$ cat src/rtl/regfile_ctrl.sv
`default_nettype none
// ============================================================================
//  Module      : regfile_ctrl
//  Description : Write-port arbiter and sequencer for a 32x32 register file.
//                Merges pipeline writeback (zero latency, highest priority)
//                with a held host write request. Runs a clear sequence that
//                zeroes r1..r31 after reset or on request, and (optionally)
//                a dump sequence that streams every register out over a
//                valid/ready handshake.
//  Revision    : 1.0 - initial release
// ----------------------------------------------------------------------------
//  Optional feature macro: RF_DUMP_EN (dump sequencer, DUMP_* states, ports)
// ----------------------------------------------------------------------------
//  Ports
//    clk                       : clock, rising edge
//    rst                       : asynchronous reset, active low
//    pipe_we/waddr/wdata       : pipeline writeback request
//    host_req/waddr/wdata      : host write request, held until host_ack
//    host_ack                  : host write done (same cycle as the write)
//    clr_start                 : start a clear sequence (accepted in IDLE)
//    rf_we/rf_waddr/rf_wdata   : register-file write port
//    stall_req                 : pipeline stall request
//    busy                      : a sequence (clear/dump) is running
//    wr_drop                   : sticky, a pipe write was dropped in CLEAR
//    dump_start     (dump)     : start a dump sequence (accepted in IDLE)
//    rf_select      (dump)     : register-file read select
//    rf_sel_data    (dump)     : read data, valid one cycle after rf_select
//    dump_valid/ready (dump)   : dump output handshake
//    dump_addr/data (dump)     : dumped register index and value
// ============================================================================
module regfile_ctrl (
    input  logic        clk,
    input  logic        rst,
    input  logic        pipe_we,
    input  logic [4:0]  pipe_waddr,
    input  logic [31:0] pipe_wdata,
    input  logic        host_req,
    input  logic [4:0]  host_waddr,
    input  logic [31:0] host_wdata,
    output logic        host_ack,
    input  logic        clr_start,
    output logic        rf_we,
    output logic [4:0]  rf_waddr,
    output logic [31:0] rf_wdata,
    output logic        stall_req,
    output logic        busy,
    output logic        wr_drop
`ifdef RF_DUMP_EN
    ,
    input  logic        dump_start,
    output logic [4:0]  rf_select,
    input  logic [31:0] rf_sel_data,
    output logic        dump_valid,
    input  logic        dump_ready,
    output logic [4:0]  dump_addr,
    output logic [31:0] dump_data
`endif
);

    localparam logic [4:0] C_LAST_IDX = 5'd31;

`ifdef RF_DUMP_EN
    typedef enum logic [1:0] {
        ST_IDLE     = 2'd0,
        ST_CLEAR    = 2'd1,
        ST_DUMP_RD  = 2'd2,
        ST_DUMP_OUT = 2'd3
    } state_t;
`else
    typedef enum logic [0:0] {
        ST_IDLE  = 1'b0,
        ST_CLEAR = 1'b1
    } state_t;
`endif

    state_t      r_state;
    state_t      w_next_state;
    logic [4:0]  r_idx;
    logic [4:0]  w_next_idx;
    logic        r_init;        // first cycle after reset release
    logic [2:0]  r_stall_cnt;
    logic        r_wr_drop;

    logic        w_service;     // state in which pipe/host writes are serviced
    logic        w_rf_we;
    logic [4:0]  w_rf_waddr;
    logic [31:0] w_rf_wdata;
    logic        w_host_ack;

`ifdef RF_DUMP_EN
    logic        r_rd_phase;    // 0: select presented, 1: read data valid
    logic [4:0]  r_dump_addr;
    logic [31:0] r_dump_data;
`endif

    // ------------------------------------------------------------------
    // Next-state, index and write-port selection
    // ------------------------------------------------------------------
    always_comb begin
        w_next_state = r_state;
        w_next_idx   = r_idx;
        w_service    = 1'b0;
        w_rf_we      = 1'b0;
        w_rf_waddr   = 5'd0;
        w_rf_wdata   = 32'd0;
        w_host_ack   = 1'b0;

        case (r_state)
            ST_IDLE: begin
                w_service = 1'b1;
                // The clear after reset is started from IDLE on the first
                // clock, so reset itself leaves the FSM in a plain IDLE.
                if (r_init || clr_start) begin
                    w_next_state = ST_CLEAR;
                    w_next_idx   = 5'd1;
                end
`ifdef RF_DUMP_EN
                else if (dump_start) begin
                    w_next_state = ST_DUMP_RD;
                    w_next_idx   = 5'd0;
                end
`endif
            end

            ST_CLEAR: begin
                w_rf_we    = 1'b1;
                w_rf_waddr = r_idx;
                w_rf_wdata = 32'd0;
                if (r_idx == C_LAST_IDX) begin
                    w_next_state = ST_IDLE;
                    w_next_idx   = 5'd0;
                end else begin
                    w_next_idx = r_idx + 5'd1;
                end
            end

`ifdef RF_DUMP_EN
            ST_DUMP_RD: begin
                w_service = 1'b1;
                if (r_rd_phase) begin
                    w_next_state = ST_DUMP_OUT;
                end
            end

            ST_DUMP_OUT: begin
                w_service = 1'b1;
                if (dump_ready) begin
                    if (r_idx == C_LAST_IDX) begin
                        w_next_state = ST_IDLE;
                        w_next_idx   = 5'd0;
                    end else begin
                        w_next_state = ST_DUMP_RD;
                        w_next_idx   = r_idx + 5'd1;
                    end
                end
            end
`endif

            default: begin
                w_next_state = ST_IDLE;
                w_next_idx   = 5'd0;
            end
        endcase

        // Pipe writeback always wins; the host only gets free cycles.
        // The host is not acked in the release cycle, since the clear that
        // follows would overwrite its register.
        if (w_service) begin
            if (pipe_we) begin
                w_rf_we    = 1'b1;
                w_rf_waddr = pipe_waddr;
                w_rf_wdata = pipe_wdata;
            end else if (host_req && !r_init) begin
                w_host_ack = 1'b1;
                w_rf_we    = (host_waddr != 5'd0);   // r0 is hardwired zero
                w_rf_waddr = host_waddr;
                w_rf_wdata = host_wdata;
            end
        end
    end

    // ------------------------------------------------------------------
    // State, index, starvation counter, dropped-write flag
    // ------------------------------------------------------------------
    always_ff @(posedge clk or negedge rst) begin
        if (!rst) begin
            r_state     <= ST_IDLE;
            r_idx       <= 5'd0;
            r_init      <= 1'b1;
            r_stall_cnt <= 3'd0;
            r_wr_drop   <= 1'b0;
        end else begin
            r_state <= w_next_state;
            r_idx   <= w_next_idx;
            r_init  <= 1'b0;

            // Counts consecutive cycles where the host lost to the pipe.
            if (r_state == ST_CLEAR || w_host_ack) begin
                r_stall_cnt <= 3'd0;
            end else if (w_service && host_req && pipe_we) begin
                if (r_stall_cnt != 3'd7) begin
                    r_stall_cnt <= r_stall_cnt + 3'd1;
                end
            end else begin
                r_stall_cnt <= 3'd0;
            end

            if (r_state == ST_CLEAR && pipe_we) begin
                r_wr_drop <= 1'b1;
            end
        end
    end

`ifdef RF_DUMP_EN
    // ------------------------------------------------------------------
    // Dump capture: the register file reads synchronously, so DUMP_RD
    // spends one cycle presenting the select and captures on the next.
    // ------------------------------------------------------------------
    always_ff @(posedge clk or negedge rst) begin
        if (!rst) begin
            r_rd_phase  <= 1'b0;
            r_dump_addr <= 5'd0;
            r_dump_data <= 32'd0;
        end else if (r_state == ST_DUMP_RD) begin
            if (r_rd_phase) begin
                r_rd_phase  <= 1'b0;
                r_dump_addr <= r_idx;
                r_dump_data <= (r_idx == 5'd0) ? 32'd0 : rf_sel_data;
            end else begin
                r_rd_phase <= 1'b1;
            end
        end else begin
            r_rd_phase <= 1'b0;
        end
    end

    assign rf_select  = r_idx;
    assign dump_valid = (r_state == ST_DUMP_OUT);
    assign dump_addr  = r_dump_addr;
    assign dump_data  = r_dump_data;
`endif

    // ------------------------------------------------------------------
    // Outputs. The write port and ack are combinational from the request
    // inputs, so they are gated by reset to stay quiet while it is held.
    // ------------------------------------------------------------------
    assign rf_we     = rst & w_rf_we;
    assign rf_waddr  = rst ? w_rf_waddr : 5'd0;
    assign rf_wdata  = rst ? w_rf_wdata : 32'd0;
    assign host_ack  = rst & w_host_ack;
    assign stall_req = (r_state == ST_CLEAR) | r_stall_cnt[2];
    assign busy      = (r_state != ST_IDLE);
    assign wr_drop   = r_wr_drop;

endmodule
`default_nettype wire

$ cat config.mk
export PLATFORM = sky130hd
export DESIGN_NAME = regfile_ctrl
export DESIGN_NICKNAME = d
export VERILOG_FILES = /design/src/rtl/regfile_ctrl.sv
export SDC_FILE = /design/constraint.sdc
export NUM_CORES = 1
export LEC_CHECK = 0
export CORE_ASPECT_RATIO = 1.25
export CORE_MARGIN = 4
export CORE_UTILIZATION = 24
export CTS_CLUSTER_SIZE = 12
export DETAILED_ROUTE_END_ITERATION = 10
export PLACE_DENSITY = 0.76
export SETUP_SLACK_MARGIN = 0.4
export SLEW_MARGIN = 20
export SYNTH_ARGS = -nofsm -noshare
export SYNTH_HDL_FRONTEND = slang
export SYNTH_SLANG_ARGS = --single-unit
$ cat constraint.sdc
create_clock -name clk -period 1.6 [get_ports clk]
set_input_delay 0.48 -clock clk [delete_from_list [all_inputs] [get_ports clk]]
set_output_delay 0.48 -clock clk [all_outputs]
set_load 0.02 [all_outputs]
==> flow_summary.ini <==
[clock_network]
clock-root-buffer = clkbuf_8
clk_latency_ps = 240
htreeDepth = 1
cts_sinks = 11
cts.hold.buffers_added = 0
cts_tree = yes
path_clk_slew_ps = 50
cts_made_buffers = 3
cts_max_path_buffers = 2

[die]
ioPinCount = 121
die-area_um2 = 5400
core_um2 = 4100
die_y_um = 81.1
dieWidth_um = 66.5
num_rows = 26
initial_core_util_pct = 25.1

[yosys]
synth_xor_area_share_pct = 2.56
synthCells = 115
ys_warn_count = 0
syn_area_um2 = 1030
avgSynthCellArea_um2 = 8.93
synth_edf_count = 0
post_synth_fa_ha_maj_area_fraction_pct = 4.87
seq_area_frac_synth_pct = 26.9
synth_top_family_by_area = compound AO/OA/AOI/OAI gates
ys.flop_type = dfrtp_1
yosys.area_share.simple_pct = 16.3
ys_types = 29
synth_compound_area_share_pct = 39.5
synth_fp_nets = 198
ys_ff_latch = 11
synthMuxAreaShare_pct = 1.95
async_reset_ff_share_pct = 100

[timing]
slew_viol_final = 0
fin_setup_tns_ps = -19020
setup_ws_ps = -527
finalCritPeriodShare_pct = 133
max_freq_mhz = 470
period_minus_slack_ps = 2130
holdWs_ps = 319
rsz0062_at_grt = true
clock_skew_ps = 3.98
finalSetupViolCount = 40
finalHoldViolations = 0

[final_layout]
diodes = 0
regArea_um2 = 278
finalNonFillerCells = 334
layout_commonest_cell = clkdlybuf4s50_1
final_cell_mix = 69 x clkdlybuf4s50_1, 57 x buf_6, 29 x a22o_4
design_area_um2 = 3320
syn2layout_area_growth_pct = 223
nets = 362
multi_input_area_um2 = 1140
final_core_util_pct = 81.0
nFillCells = 229
layout-drive-gt1-share_pct = 58.3

[pwr]
power.switching_mw = 0.786
p_int_mw = 1.34
power_frac_seq_pct = 19.3
clkPwrFrac_pct = 13.4
p_sw_share_pct = 37.0
total_power_mw = 2.12
peakVddDrop_mv = 0.729
power.density_nw_per_um2 = 639
leakage_nw = 1.52
combPwrFrac_pct = 67.2

[outcome]
violations = negative setup slack
status = complete, but fails checks

[routing]
ant_nets = 0
num_vias = 1732
drt_first_pass_iters = 4
first_iter_violations = 75
routedWlPerCell_um = 23.2
via_per_inst = 5.19
drcViolationCount = 0
routed_wl_mm = 7.75

[critical_path]
cp-end-kind = output pin
rrSetupSlack_ps = 230
crit_path_max_fanout = 5
crit_type = flop to output pin
required_ps = 1120
crit_arrival_ps = 1650
worstSetupStartpointType = flop

[placement]
dp_hpwl_mm = 4.58
placed_area_um2 = 2780
place_ws_ps = -1240
place.gp.congestion = 0.835
post-place-cells = 307
port-buffer-count = 120

[min_path]
min_path_type = input pin to async pin

[run]
drv_cap = 0

[grt]
grt_use_total_pct = 24.9
grt_first_pass_wirelength_mm = 9.85
gr-total-overflow = 0
antenna_found_initial = 0
grt_pass1_vias = 1723
grt_max_degree = 14
## logic make-up after synthesis
group	Yosys count
adders and majority gates	4
other	1
and+or+nand+nor	32
xor gates and xnor gates	3
muxes	2
DFF	11
AOI/OAI and AO/OA	51
buffers and inverters	11
## layer usage
layer  track usage (%)  wire length [um]  vias to the layer above
met5                 0                 0                        -
met4              8.54               214                        0
met3              7.75               670                       19
met2              44.9              4000                       91
met1              27.1              2870                      845
li1                  -                 -                      777
## worst paths after layout
path / cells after the start / end / start
min: 2 / busy / rst
max: 6 / rf_wdata[0] / r_init
max in group asynchronous: 3 / r_init / rst
min reg2reg: 2 / r_stall_cnt[1] / r_stall_cnt[1]
max reg2reg: 6 / r_idx[2] / r_idx[1]
min in group clk: 2 / r_stall_cnt[1] / r_stall_cnt[1]
## cell usage after synthesis, types with 2 or more instances
library cell	n	area, um^2
a21oi_1	3	15.0
and3_1	2	12.5
nand2_1	4	15.0
buf_6	4	45.0
nor3_1	2	10.0
dfrtp_1	10	250
nor2_1	16	60.1
a221oi_1	5	43.8
buf_2	5	25.0
xor2_1	3	26.3
o21ai_0	7	35.0
nand3_1	3	15.0
a22oi_1	2	15.0
ha_1	4	50.1
a22o_1	30	263
mux2i_1	2	20.0
## worst max-delay path: stages (launching register included)
cell,delay [ps]
dfstp_2,550
nand2b_4,150
nor3_4,50
buf_6,140
clkbuf_16,160
a22o_4,220
buf_6,130
## sequential cells by signal, indices dropped and copies added (netlist names)
signal	flops
r_stall_cnt	3
busy	1
r_init	1
r_idx	5
wr_drop	1
## power by group through the flow
stage	registers [mW]	logic [mW]	clock network, mW
CTS	0.401	1.22	0.289
finish	0.411	1.43	0.285
floorplan	0.435	0.479	0
global placement	0.398	1.07	0
detailed placement	0.401	1.08	0
global route	0.415	1.52	0.308
## final cells by class
type                    instances  share of cell area (%)
repair buffers                169                    53.7
clock buffers                   4                    1.36
multi-input cells              93                    34.3
inverters                       1                   0.113
well taps                      56                    2.11
flip-flops and latches         11                    8.36
## repair_timing
item                       CTS  global route
setup buffers               12             7
gates cloned                 2             2
resized for setup          290            26
pin swaps                   14             9
setup endpoints to repair   49            51
No activity file was read; power rests on OpenSTA's default activity.
